[src/rtl/saxil_read_arbiter_if.sv]
// AXI4-Lite read-channel bundle (AR + R) shared by the arbiter's master-facing
// and slave-facing ports.
interface saxil_read_arbiter_if #(
  parameter int ADDR_WIDTH = 32,
  parameter int DATA_WIDTH = 32
);
  logic                  arvalid;
  logic                  arready;
  logic [ADDR_WIDTH-1:0] araddr;
  logic [2:0]            arprot;
  logic                  rvalid;
  logic                  rready;
  logic [DATA_WIDTH-1:0] rdata;
  logic [1:0]            rresp;

  modport master (
    output arvalid, araddr, arprot, rready,
    input  arready, rvalid, rdata, rresp
  );

  modport slave (
    input  arvalid, araddr, arprot, rready,
    output arready, rvalid, rdata, rresp
  );
endinterface

[src/rtl/saxil_read_arbiter.sv]
// Two-master round-robin arbiter in front of one AXI4-Lite read slave.
// A single read is in flight: capture the AR, issue it downstream, route R back.
module saxil_read_arbiter #(
  parameter int ADDR_WIDTH = 32,
  parameter int DATA_WIDTH = 32
) (
  input  logic                  saxil_read_arbiter_clk,
  input  logic                  saxil_read_arbiter_rst_n,
  saxil_read_arbiter_if.slave   m0,
  saxil_read_arbiter_if.slave   m1,
  saxil_read_arbiter_if.master  s
);

  typedef enum logic [1:0] {
    ST_IDLE = 2'd0,
    ST_ADDR = 2'd1,
    ST_DATA = 2'd2
  } state_t;

  state_t                state_r, state_s;
  logic                  last_grant_r, last_grant_s;
  logic                  grant_r, grant_s;
  logic [ADDR_WIDTH-1:0] araddr_r, araddr_s;
  logic [2:0]            arprot_r, arprot_s;
  logic                  req_s, win_s;
  logic                  m0_arready_s, m1_arready_s;
  logic                  m0_rvalid_s, m1_rvalid_s;
  logic                  s_arvalid_s, s_rready_s;
  logic [DATA_WIDTH-1:0] m0_rdata_s, m1_rdata_s;
  logic [1:0]            m0_rresp_s, m1_rresp_s;

  // Winner selection: on contention the master not served last time wins.
  always_comb begin
    req_s = m0.arvalid | m1.arvalid;
    win_s = 1'b0;
    if (m0.arvalid && m1.arvalid) begin
      win_s = ~last_grant_r;
    end else if (m1.arvalid) begin
      win_s = 1'b1;
    end else begin
      win_s = 1'b0;
    end
  end

  // Next-state and handshake/routing outputs.
  always_comb begin
    state_s      = state_r;
    last_grant_s = last_grant_r;
    grant_s      = grant_r;
    araddr_s     = araddr_r;
    arprot_s     = arprot_r;
    m0_arready_s = 1'b0;
    m1_arready_s = 1'b0;
    m0_rvalid_s  = 1'b0;
    m1_rvalid_s  = 1'b0;
    m0_rdata_s   = {DATA_WIDTH{1'b0}};
    m1_rdata_s   = {DATA_WIDTH{1'b0}};
    m0_rresp_s   = 2'b00;
    m1_rresp_s   = 2'b00;
    s_arvalid_s  = 1'b0;
    s_rready_s   = 1'b0;
    case (state_r)
      ST_IDLE: begin
        if (req_s) begin
          state_s = ST_ADDR;
          grant_s = win_s;
          if (win_s == 1'b0) begin
            m0_arready_s = 1'b1;
            araddr_s     = m0.araddr;
            arprot_s     = m0.arprot;
          end else begin
            m1_arready_s = 1'b1;
            araddr_s     = m1.araddr;
            arprot_s     = m1.arprot;
          end
        end else begin
          state_s = ST_IDLE;
        end
      end
      ST_ADDR: begin
        s_arvalid_s = 1'b1;
        if (s.arready) begin
          state_s = ST_DATA;
        end else begin
          state_s = ST_ADDR;
        end
      end
      ST_DATA: begin
        if (grant_r == 1'b0) begin
          m0_rvalid_s = s.rvalid;
          m0_rdata_s  = s.rdata;
          m0_rresp_s  = s.rresp;
          s_rready_s  = m0.rready;
        end else begin
          m1_rvalid_s = s.rvalid;
          m1_rdata_s  = s.rdata;
          m1_rresp_s  = s.rresp;
          s_rready_s  = m1.rready;
        end
        if (s.rvalid && s_rready_s) begin
          state_s      = ST_IDLE;
          last_grant_s = grant_r;
        end else begin
          state_s = ST_DATA;
        end
      end
      default: begin
        state_s = ST_IDLE;
      end
    endcase
  end

  // State, grant history and captured AR fields.
  always_ff @(posedge saxil_read_arbiter_clk) begin
    if (!saxil_read_arbiter_rst_n) begin
      state_r      <= ST_IDLE;
      last_grant_r <= 1'b1;
      grant_r      <= 1'b0;
      araddr_r     <= {ADDR_WIDTH{1'b0}};
      arprot_r     <= 3'b000;
    end else begin
      state_r      <= state_s;
      last_grant_r <= last_grant_s;
      grant_r      <= grant_s;
      araddr_r     <= araddr_s;
      arprot_r     <= arprot_s;
    end
  end

  // Outputs are forced quiet while reset is asserted so an abandoned beat never leaks.
  assign m0.arready = saxil_read_arbiter_rst_n & m0_arready_s;
  assign m1.arready = saxil_read_arbiter_rst_n & m1_arready_s;
  assign m0.rvalid  = saxil_read_arbiter_rst_n & m0_rvalid_s;
  assign m1.rvalid  = saxil_read_arbiter_rst_n & m1_rvalid_s;
  assign m0.rdata   = saxil_read_arbiter_rst_n ? m0_rdata_s : {DATA_WIDTH{1'b0}};
  assign m1.rdata   = saxil_read_arbiter_rst_n ? m1_rdata_s : {DATA_WIDTH{1'b0}};
  assign m0.rresp   = saxil_read_arbiter_rst_n ? m0_rresp_s : 2'b00;
  assign m1.rresp   = saxil_read_arbiter_rst_n ? m1_rresp_s : 2'b00;
  assign s.arvalid  = saxil_read_arbiter_rst_n & s_arvalid_s;
  assign s.rready   = saxil_read_arbiter_rst_n & s_rready_s;
  assign s.araddr   = araddr_r;
  assign s.arprot   = arprot_r;

endmodule

[src/flat_wrapper.sv]
// flat-port wrapper written by rule: the top's interface ports become plain ports
module saxil_read_arbiter_flat 
#(
  parameter int ADDR_WIDTH = 32,
  parameter int DATA_WIDTH = 32
)
  (saxil_read_arbiter_clk, saxil_read_arbiter_rst_n, m0_arvalid, m0_araddr, m0_arprot, m0_rready, m0_arready, m0_rvalid, m0_rdata, m0_rresp, m1_arvalid, m1_araddr, m1_arprot, m1_rready, m1_arready, m1_rvalid, m1_rdata, m1_rresp, s_arvalid, s_araddr, s_arprot, s_rready, s_arready, s_rvalid, s_rdata, s_rresp);
  saxil_read_arbiter_if #(.ADDR_WIDTH(ADDR_WIDTH), .DATA_WIDTH(DATA_WIDTH)) m0_i ();
  saxil_read_arbiter_if #(.ADDR_WIDTH(ADDR_WIDTH), .DATA_WIDTH(DATA_WIDTH)) m1_i ();
  saxil_read_arbiter_if #(.ADDR_WIDTH(ADDR_WIDTH), .DATA_WIDTH(DATA_WIDTH)) s_i ();
  input  logic saxil_read_arbiter_clk;
  input  logic saxil_read_arbiter_rst_n;
  input wire logic [$bits(m0_i.arvalid)-1:0] m0_arvalid;
  input wire logic [$bits(m0_i.araddr)-1:0] m0_araddr;
  input wire logic [$bits(m0_i.arprot)-1:0] m0_arprot;
  input wire logic [$bits(m0_i.rready)-1:0] m0_rready;
  output wire logic [$bits(m0_i.arready)-1:0] m0_arready;
  output wire logic [$bits(m0_i.rvalid)-1:0] m0_rvalid;
  output wire logic [$bits(m0_i.rdata)-1:0] m0_rdata;
  output wire logic [$bits(m0_i.rresp)-1:0] m0_rresp;
  input wire logic [$bits(m1_i.arvalid)-1:0] m1_arvalid;
  input wire logic [$bits(m1_i.araddr)-1:0] m1_araddr;
  input wire logic [$bits(m1_i.arprot)-1:0] m1_arprot;
  input wire logic [$bits(m1_i.rready)-1:0] m1_rready;
  output wire logic [$bits(m1_i.arready)-1:0] m1_arready;
  output wire logic [$bits(m1_i.rvalid)-1:0] m1_rvalid;
  output wire logic [$bits(m1_i.rdata)-1:0] m1_rdata;
  output wire logic [$bits(m1_i.rresp)-1:0] m1_rresp;
  output wire logic [$bits(s_i.arvalid)-1:0] s_arvalid;
  output wire logic [$bits(s_i.araddr)-1:0] s_araddr;
  output wire logic [$bits(s_i.arprot)-1:0] s_arprot;
  output wire logic [$bits(s_i.rready)-1:0] s_rready;
  input wire logic [$bits(s_i.arready)-1:0] s_arready;
  input wire logic [$bits(s_i.rvalid)-1:0] s_rvalid;
  input wire logic [$bits(s_i.rdata)-1:0] s_rdata;
  input wire logic [$bits(s_i.rresp)-1:0] s_rresp;
  assign m0_i.arvalid = m0_arvalid;
  assign m0_i.araddr = m0_araddr;
  assign m0_i.arprot = m0_arprot;
  assign m0_i.rready = m0_rready;
  assign m0_arready = m0_i.arready;
  assign m0_rvalid = m0_i.rvalid;
  assign m0_rdata = m0_i.rdata;
  assign m0_rresp = m0_i.rresp;
  assign m1_i.arvalid = m1_arvalid;
  assign m1_i.araddr = m1_araddr;
  assign m1_i.arprot = m1_arprot;
  assign m1_i.rready = m1_rready;
  assign m1_arready = m1_i.arready;
  assign m1_rvalid = m1_i.rvalid;
  assign m1_rdata = m1_i.rdata;
  assign m1_rresp = m1_i.rresp;
  assign s_arvalid = s_i.arvalid;
  assign s_araddr = s_i.araddr;
  assign s_arprot = s_i.arprot;
  assign s_rready = s_i.rready;
  assign s_i.arready = s_arready;
  assign s_i.rvalid = s_rvalid;
  assign s_i.rdata = s_rdata;
  assign s_i.rresp = s_rresp;
  saxil_read_arbiter #(.ADDR_WIDTH(ADDR_WIDTH), .DATA_WIDTH(DATA_WIDTH)) u_core (.saxil_read_arbiter_clk(saxil_read_arbiter_clk), .saxil_read_arbiter_rst_n(saxil_read_arbiter_rst_n), .m0(m0_i), .m1(m1_i), .s(s_i));
endmodule
[config.mk]
export PLATFORM = sky130hd
export DESIGN_NAME = saxil_read_arbiter_flat
export DESIGN_NICKNAME = d
export VERILOG_FILES = /design/src/rtl/saxil_read_arbiter_if.sv /design/src/rtl/saxil_read_arbiter.sv /design/src/flat_wrapper.sv
export SDC_FILE = /design/constraint.sdc
export NUM_CORES = 1
export LEC_CHECK = 0
export BUFFER_PORTS_ARGS = -buffer_cell sky130_fd_sc_hd__buf_2
export CELL_PAD_IN_SITES_DETAIL_PLACEMENT = 1
export CELL_PAD_IN_SITES_GLOBAL_PLACEMENT = 1
export CORE_MARGIN = 2
export CORE_UTILIZATION = 25
export DETAILED_ROUTE_END_ITERATION = 10
export PLACE_DENSITY_LB_ADDON = 0.25
export SYNTH_ARGS = -nofsm -noshare
export SYNTH_HDL_FRONTEND = slang
export SYNTH_SLANG_ARGS = --single-unit
[constraint.sdc]
create_clock -name saxil_read_arbiter_clk -period 4.6 [get_ports saxil_read_arbiter_clk]
set_clock_uncertainty 0.05 [all_clocks]
set_input_delay 0.46 -clock saxil_read_arbiter_clk [delete_from_list [all_inputs] [get_ports saxil_read_arbiter_clk]]
set_output_delay 0.46 -clock saxil_read_arbiter_clk [all_outputs]
set_load 0.1 [all_outputs]
==> results of run 1 <==
[layout make-up]
type                    instances  share of cell area
multi-input cells             207              0.3773
clock buffers                   6             0.02376
clock inverters                 2             0.01008
flip-flops and latches         39              0.2246
inverters                       2            0.002160
well taps                     108             0.03888
repair buffers                223              0.3233
[per-layer routing]
layer	global-route usage	vias up
met5	0	-
met4	0.02244	0
met3	0.05512	2
met2	0.3309	108
met1	0.2124	1270
li1	-	1374
[layout by cell type, fill, tap and decap left out, types with 2 or more instances in the layout]
cell type  instances
buf_4              3
and3_1            18
a31oi_1            4
buf_2            220
nand4_1            3
o21ai_1            4
or2_1              2
a21oi_1           18
inv_1              2
nand2_1           32
nor3b_1            2
a311oi_1          16
nor2_2             2
and2_1            69
clkbuf_8           6
dfxtp_1           39
nor3_1             2
nor2_1             3
nand3_1            3
a221o_1           16
nand3b_1           2
[worst max-delay path, stage by stage, from the launching register on]
cell and delay, ps:
dfxtp_1 400, nor3b_2 710, and3_1 690, buf_2 540
[stage by stage]
step / cell area (µm²) / std cells
final: 3476 / 587
after global routing: 3476 / 587
after CTS: 3476 / 587
after detailed placement: 3358 / 579
after global placement: 3358 / 579
after floorplan: 2215 / 273
[flip-flops by register name (all words and copies together) (netlist names)]
signal,count
u_core.grant_r,1
u_core.last_grant_r,1
u_core.s.araddr,32
u_core.s.arprot,3
u_core.state_r,2
[power groups by stage]
stage                     Combinational, W  Sequential, W  Clock [W]
final                             0.000542       0.000402   0.000303
after global routing              0.000568       0.000406   0.000326
after CTS                         0.000546       0.000402   0.000312
after detailed placement          0.000546       0.000409          0
after global placement            0.000541       0.000408          0
after floorplan                   0.000168       0.000664          0
[path summary, 6_finish.rpt]
kind | cells after the start | startpoint | end | slack [ps]
max | 3 | u_core.state_r[1] | m0_arready | 1450
min | 2 | m0_araddr[18] | u_core.s.araddr[18] | 340
max reg2reg | 3 | u_core.state_r[1] | u_core.s.araddr[9] | 2430
min reg2reg | 1 | u_core.s.araddr[18] | u_core.s.araddr[18] | 430
[synth_stat cells (all sizes together)]
library cell / instances
a21bo: 1
a21boi: 1
a21o: 1
a21oi: 19
a221o: 16
a311oi: 16
a31oi: 4
and2: 69
and3: 18
buf: 13
clkbuf: 12
dfxtp: 39
inv: 2
mux2i: 1
nand2: 32
nand2b: 1
nand3: 3
nand3b: 2
nand4: 3
nand4b: 1
nor2: 5
nor2b: 1
nor3: 2
nor3b: 3
o21a: 1
o21ai: 5
or2: 2
[cell families (layout without fill, tap and decap cells)]
family / count (synthesis) / after routing / synth area share
compound gates: 64 / 64 / 0.2226
buf+inv: 27 / 233 / 0.05536
flops: 39 / 39 / 0.3525
mux: 1 / 1 / 0.004520
simple gates: 142 / 142 / 0.3650
==> flow_summary.yaml, run 1 <==
outcome:
  run_status: "complete, no violations"
timing:
  slew_violations: 0
  fin_hold_ws_ps: 337.3
  layout_min_cycle_time_ps: 3146
  rsz0062_at_grt: "no"
  setup_viol: 0
  hold_violations: 0
  fmaxAchievable_mhz: 317.9
  setup_slack_ps: 1454
  worst_pin_slew_ps: 974.2
  finalCritPeriodShare: 0.6838
  fin_setup_tns_ps: 0
  relSlewSlack: 0.3482
drt:
  drt_pass1_iterations: 4
  wl_met3_um: 737
  totalWireLength_um: 9146
  routed_via_density: 4.692
  drtIter0Drc: 45
  wl_met1_um: 3609
  via_count: 2754
  dr_wl_met2_um: 4770
  top_layer: "met4"
  postRouteAntennaNets: 0
  drc: 0
  drt-wirelength-per-cell_um: 15.58
power_and_ir_drop:
  comb_power_share: 0.434
  power_w: 0.001246
  switching_share: 0.4661
  p_seq_frac: 0.323
  max-vdd-ir-drop_mv: 0.1354
  internal_power_w: 0.0006655
  power_density_nw_per_um2: 358.6
  p_switching_w: 0.0005809
  p_leak_nw: 1.991
  clockPowerShare: 0.243
cts:
  insertion_delay_ps: 280
  cts_setup_buffers: 0
  path_clk_slew_ps: 80
  cts_tree: "built"
  cts_max_level: 2
  ctsRootBufferMaster: "clkbuf_8"
  hold_buffers: 0
  clockBufferDepth: 2
  cts-resized-gates: 0
  cts_buffers: 5
  cts_sinks: 39
yosys:
  synth_top_area_share: 0.3525
  avgSynthCellArea_um2: 8.112
  synth-seq-cells: 39
  syn_nets: 385
  synth_area_leaders: "dfxtp_1 35%, and2_1 19%, a221o_1 7.2%"
  seq_area_frac_synth: 0.3525
  yosysWarnings: 0
  synth_top_area_cell: "dfxtp_1"
  syn-cell-area_um2: 2215
  synth_cell_types: 32
  synthCells: 273
finish:
  layout.nets: 590
  seq_area_um2: 780.7
  multi_input_area_um2: 1311
  syn_to_final_growth_pct: 56.95
  fill_cells: 1116
  final_util: 0.4025
  antenna_cells: 0
  drive_gt1_frac: 0.4927
worst_setup_path:
  worstSetupStartpointType: "flop"
  critPathKind: "flop to output port"
  end_kind: "output port"
  cp.arrival_ps: 2640
  cp.required_ps: 4090
  path_max_fanout: 17
grt:
  gr-total-overflow: 0
  grt_start_max_net_pins: 36
  grtUsageTotal: 0.1805
  grt_pass1_wl_um: 14390
  grt_pass1_vias: 2814
  antenna_found_initial: 0
floorplanning:
  die_w_um: 98.12
  io_pins: 221
  start_util: 0.2564
  rows: 34
  fp.dieH_um: 98.12
  dieArea_um2: 9628
  core_um2: 8636
min_path:
  hp-class: "input pin to flop"
placed_design:
  gp_congestion: 0.7561
  dp_hpwl_um: 7291
  pre_cts_ws_ps: 1549
  port_buffers: 220
run:
  cap_violations: 0
(Power assumes the default switching activity.)
==> run 2, diff against run 1 <==
Settings changed: ABC_AREA from default to 1, CORE_UTILIZATION 25 to 20.
Clock period 4.6 ns to 2.7 ns, I/O delays scaled along.
==> run 2 against run 1 <==
  * Total power grew 100%
  * Clock power rose by 130%
  * First-iteration DRC count is 120% higher
  * Flip-flop and latch count stayed put
  * Sequential power grew 70%
  * Utilization up 2.3 points
  * Global-route usage shrank 0.80 points
  * Combinational power increased by 120%
  * Critical endpoint is now m1_rdata[31]
  * Largest cell class is now buffers
  * Highest routed layer unchanged
==> flow_summary.yaml, run 2 <==
worst_setup_path:
  cp.required_ps: 2380
  path_max_fanout: 35
  critPathKind: "flop to output port"
  end_kind: "output port"
  cp.arrival_ps: 2020
  worstSetupStartpointType: "flop"
cts:
  cts_setup_buffers: 0
  cts_buffers: 5
  hold_buffers: 0
  path_clk_slew_ps: 60
  cts_max_level: 2
  ctsRootBufferMaster: "clkbuf_16"
  cts_tree: "built"
  cts_sinks: 39
  cts-resized-gates: 0
  clockBufferDepth: 2
  insertion_delay_ps: 280
grt:
  grt_pass1_vias: 3549
  grtUsageTotal: 0.1725
  gr-total-overflow: 0
  grt_start_max_net_pins: 39
  grt_pass1_wl_um: 17910
  antenna_found_initial: 0
power_and_ir_drop:
  power_density_nw_per_um2: 505.4
  max-vdd-ir-drop_mv: 0.2781
  p_leak_nw: 2.487
  power_w: 0.002550
finish:
  largest_register_ffs: 32
  syn_to_final_growth_pct: 109.5
  final_cell_mix: "149 x buf_2, 122 x nand2_1, 72 x buf_12, 48 x inv_1, 39 x dfxtp_1"
  layout.nets: 731
  antenna_cells: 0
  fill_cells: 1490
  final_common_cell: "buf_2"
  seq_area_um2: 780.7
  drive_gt1_frac: 0.4532
  multi_input_area_um2: 1476
timing:
  worst_pin_slew_ps: 735.9
  setup_viol: 0
  hold_violations: 0
  fmaxAchievable_mhz: 428.2
  finalCritPeriodShare: 0.8650
  layout_min_cycle_time_ps: 2336
  fin_setup_tns_ps: 0
  rsz0062_at_grt: "no"
  slew_violations: 0
  relSlewSlack: 0.5087
yosys:
  synth-seq-cells: 39
  syn_nets: 524
  yosys-top-cells-count: "123 x nand2_1, 69 x nor3_1, 48 x inv_1"
  avgSynthCellArea_um2: 5.846
  synth.most_common_cell: "nand2_1"
  synth-main-ff-cell: "dfxtp_1"
  synth_top_area_share: 0.3242
  async_reset_ff_frac: 0
  synth_top_area_cell: "dfxtp_1"
  synth_cell_types: 22
  synth_area_leaders: "dfxtp_1 32%, nand2_1 19%, nor3_1 14%"
  syn-cell-area_um2: 2409
  synth_edf_count: 0
  synthCells: 412
  yosysWarnings: 0
  seq_area_frac_synth: 0.3242
drt:
  totalWireLength_um: 11590
  drt-wirelength-per-cell_um: 15.11
  postRouteAntennaNets: 0
  drt_pass1_iterations: 4
  drc: 0
  routed_via_density: 4.497
  drtIter0Drc: 100
  via_count: 3449
min_path:
  hp-class: "input pin to flop"
floorplanning:
  fp.dieH_um: 113.7
  core_um2: 11860
  dieArea_um2: 12940
  die_w_um: 113.7
  rows: 40
  start_util: 0.2031
  io_pins: 221
outcome:
  run_status: "complete, no violations"
placed_design:
  port_buffers: 220
  dp_hpwl_um: 9209
  gp_congestion: 0.8262
run:
  cap_violations: 0
-- run 2: changes by cell type in the layout (fill, tap and decap cells not counted), moves of 16 or more --
cell      previous run  this run
and3_1              18         0
nor3_1               2        34
buf_2              220       149
o21ai_0              1        18
buf_12               0        72
a221o_1             16         0
nor2_1               3        36
a311oi_1            16         0
nand2_1             32       122
nor3_2               0        35
nand3_1              3        23
inv_1                2        48
and2_1              69         0
-- run 2: report_power, final --
part	total, W	internal, W	switching [W]
combinational	0.00118	0.000252	0.000930
clock	0.000686	0.000436	0.000250
sequential	0.000682	0.000649	0.0000338
total	0.00255	0.00134	0.00121
-- run 2: critical path, cell delays in order, from the launching register on --
cell and delay (ps):
dfxtp_1 360, inv_1 70, nor2_2 150, inv_2 300, buf_12 290, nor3_1 320, buf_12 230
-- run 2: path summary, 6_finish.rpt --
kind | slack, ps | start | cells past startpoint | endpoint
max | 360 | u_core.state_r[1] | 6 | m1_rdata[31]
max reg2reg | 970 | u_core.last_grant_r | 7 | u_core.s.araddr[10]
min reg2reg | 410 | u_core.s.araddr[15] | 2 | u_core.s.araddr[15]
min | 170 | m1_araddr[29] | 3 | u_core.s.araddr[29]
-- run 2: through the flow --
stage	setup slack, ps	hold slack, ps	utilization	cells	area [µm²]
final	364.5	165.5	0.4253	767	5045
after global routing	205.4	168.6	0.4253	767	5045
after CTS	368.2	159.8	0.4253	767	5045
after detailed placement	628.2	392.6	0.4111	759	4876
after global placement	664.6	386.5	0.4111	759	4876
after floorplan	-560.5	333.9	-	412	2584
-- run 2: layout make-up --
cell class                 count  share of cell area
inverter                      50             0.03720
multi-input combinational    294              0.2927
clock inverter                 3            0.008681
tap                          147             0.03646
timing repair buffer         229              0.4454
sequential                    39              0.1548
clock buffer                   5             0.02480
-- run 2: cell families (layout without fill, tap and decap cells) --
kind of cell | after synthesis | after routing | synth area share
and+or+nand+nor | 259 | 259 | 0.4629
buffers and inverters | 79 | 287 | 0.1377
DFF | 39 | 39 | 0.3242
AOI/OAI and AO/OA | 35 | 35 | 0.07533
-- run 2: metal layers --
metal	vias up	global-route usage	wire [µm]
li1	1715	-	-
met1	1596	0.1837	4337
met2	122	0.3273	6196
met3	16	0.05313	827
met4	0	0.04715	225
met5	-	0	0
==> run 3, diff against run 2 <==
Settings changed: CAP_MARGIN from default to 20, CORE_ASPECT_RATIO from default to 1.4, CORE_UTILIZATION 20 to 22.
Clock period 2.7 ns to 2.5 ns, I/O delays scaled along.
==> run 3 against run 2 <==
  * Global-route usage grew 2.6 points
  * Via count up 0.61%
  * Combinational power is 8% higher
  * Sequential share of layout area is essentially flat
  * Clock power decreased by 9.3%
  * Largest power group unchanged
  * Highest routed layer is now met5
==> flow_summary.yaml, run 3 (same netlist as run 2, synthesis figures left out) <==
placed_design:
  dp_cells: 752
  port_buffers: 220
  gp_congestion: 0.7845
  pre_cts_ws_ps: 433.1
  dp_hpwl_um: 9682
min_path:
  hp-class: "input pin to flop"
grt:
  grtUsageTotal: 0.1985
  gr-total-overflow: 0
  grt_start_max_net_pins: 41
  grt_pass1_wl_um: 18640
  antenna_found_initial: 2
  grt_pass1_vias: 3753
finish:
  multi_input_area_um2: 1491
  final_cell_mix: "148 x buf_2, 122 x nand2_1, 73 x buf_12, 48 x inv_1, 39 x dfxtp_1"
  seq_area_um2: 780.7
  drive_gt1_frac: 0.4556
  largest_register_ffs: 32
  layout.nets: 730
  syn_to_final_growth_pct: 109.0
  fill_cells: 1346
  instances_no_fill: 761
  final_common_cell: "buf_2"
floorplanning:
  rows: 45
  fp.dieH_um: 127.8
  start_util: 0.2240
  core_um2: 10750
  dieArea_um2: 11810
  die_w_um: 92.43
  io_pins: 221
power_and_ir_drop:
  power_density_nw_per_um2: 524.9
  p_leak_nw: 2.472
  power_w: 0.002643
  max-vdd-ir-drop_mv: 0.2295
timing:
  layout_min_cycle_time_ps: 2357
  worst_pin_slew_ps: 743.5
  fmaxAchievable_mhz: 424.3
  slew_violations: 0
  hold_violations: 0
  relSlewSlack: 0.5036
  setup_slack_ps: 143.4
  fin_hold_ws_ps: 141.5
  setup_viol: 0
  rsz0062_at_grt: "no"
  finalCritPeriodShare: 0.9426
  fin_setup_tns_ps: 0
drt:
  drtIter0Drc: 41
  postRouteAntennaNets: 0
  via_count: 3470
  drt-wirelength-per-cell_um: 15.54
  routed_via_density: 4.560
  drt_pass1_iterations: 4
  totalWireLength_um: 11830
  drc: 0
cts:
  ctsRootBufferMaster: "clkbuf_16"
  cts_tree: "built"
  hold_buffers: 0
  cts_max_level: 2
  insertion_delay_ps: 280
  clockBufferDepth: 2
  cts_sinks: 39
  path_clk_slew_ps: 60
  cts_buffers: 5
worst_setup_path:
  slowest_stage: "dfxtp_1"
  critPathKind: "flop to output port"
  cp.arrival_ps: 2060
  cp.required_ps: 2200
  path_max_fanout: 36
  crit_chain: "inv_1 -> nor2_2 -> inv_2 -> buf_12 -> nor3_1 -> buf_12"
  cpPeakStageDelay_ps: 350
  critical_path_buf_inv_count: 4
  end_kind: "output port"
  cp_common_cell: "buf_12"
  cp_top_family: "buffers and inverters"
  worstSetupStartpointType: "flop"
run:
  cap_violations: 0
outcome:
  run_status: "complete, no violations"
-- run 3: final cells by class --
type	count	area share
timing repair buffer	228	0.4478
multi-input combinational	294	0.2962
sequential	39	0.1551
inverter	50	0.03728
tap	141	0.03504
clock buffer	6	0.02560
clock inverter	2	0.002485
antenna	1	0.0004970
-- run 3: worst paths after layout --
check | from | to | slack, ps | cells after the start
worst min register to register | u_core.s.araddr[15] | u_core.s.araddr[15] | 420 | 2
worst max-delay path | u_core.state_r[1] | m0_rdata[22] | 140 | 6
worst min-delay path | m1_araddr[29] | u_core.s.araddr[29] | 140 | 3
worst max register to register | u_core.last_grant_r | u_core.s.araddr[7] | 720 | 6
-- run 3: timing repair --
item,4_1_cts,5_1_grt
buffers inserted,0,0
resized for setup,0,1
hold endpoints to repair,0,0
setup endpoints to repair,0,1
-- run 3: per-layer routing --
| metal | up-vias | part of all wire | global-route usage | wire length, µm |
|---|---|---|---|---|
| met1 | 1576 | 0.33 | 0.1877 | 3884 |
| met3 | 23 | 0.12 | 0.09465 | 1363 |
| li1 | 1712 | - | - | - |
| met5 | - | 0.0014 | 0 | 16 |
| met4 | 2 | 0.028 | 0.07463 | 331 |
| met2 | 157 | 0.53 | 0.3671 | 6232 |
-- run 3: tightest hold or removal path, stage by stage --
cell	delay (ps)
buf_2	70
a21oi_1	50
nor2_1	70
-- run 3: where the power goes --
| part | internal [W] | switching [W] | total (W) |
|---|---|---|---|
| registers | 0.000701 | 0.0000394 | 0.000740 |
| clock network | 0.000368 | 0.000254 | 0.000622 |
| logic | 0.000273 | 0.00101 | 0.00128 |
| total | 0.00134 | 0.00130 | 0.00264 |
-- run 3: per-stage QoR --
stage	cell area, µm²	utilization
after floorplan	2594	-
after global placement	4886	0.4543
after detailed placement	4886	0.4543
after CTS	5027	0.4675
after global routing	5035	0.4682
final	5035	0.4682
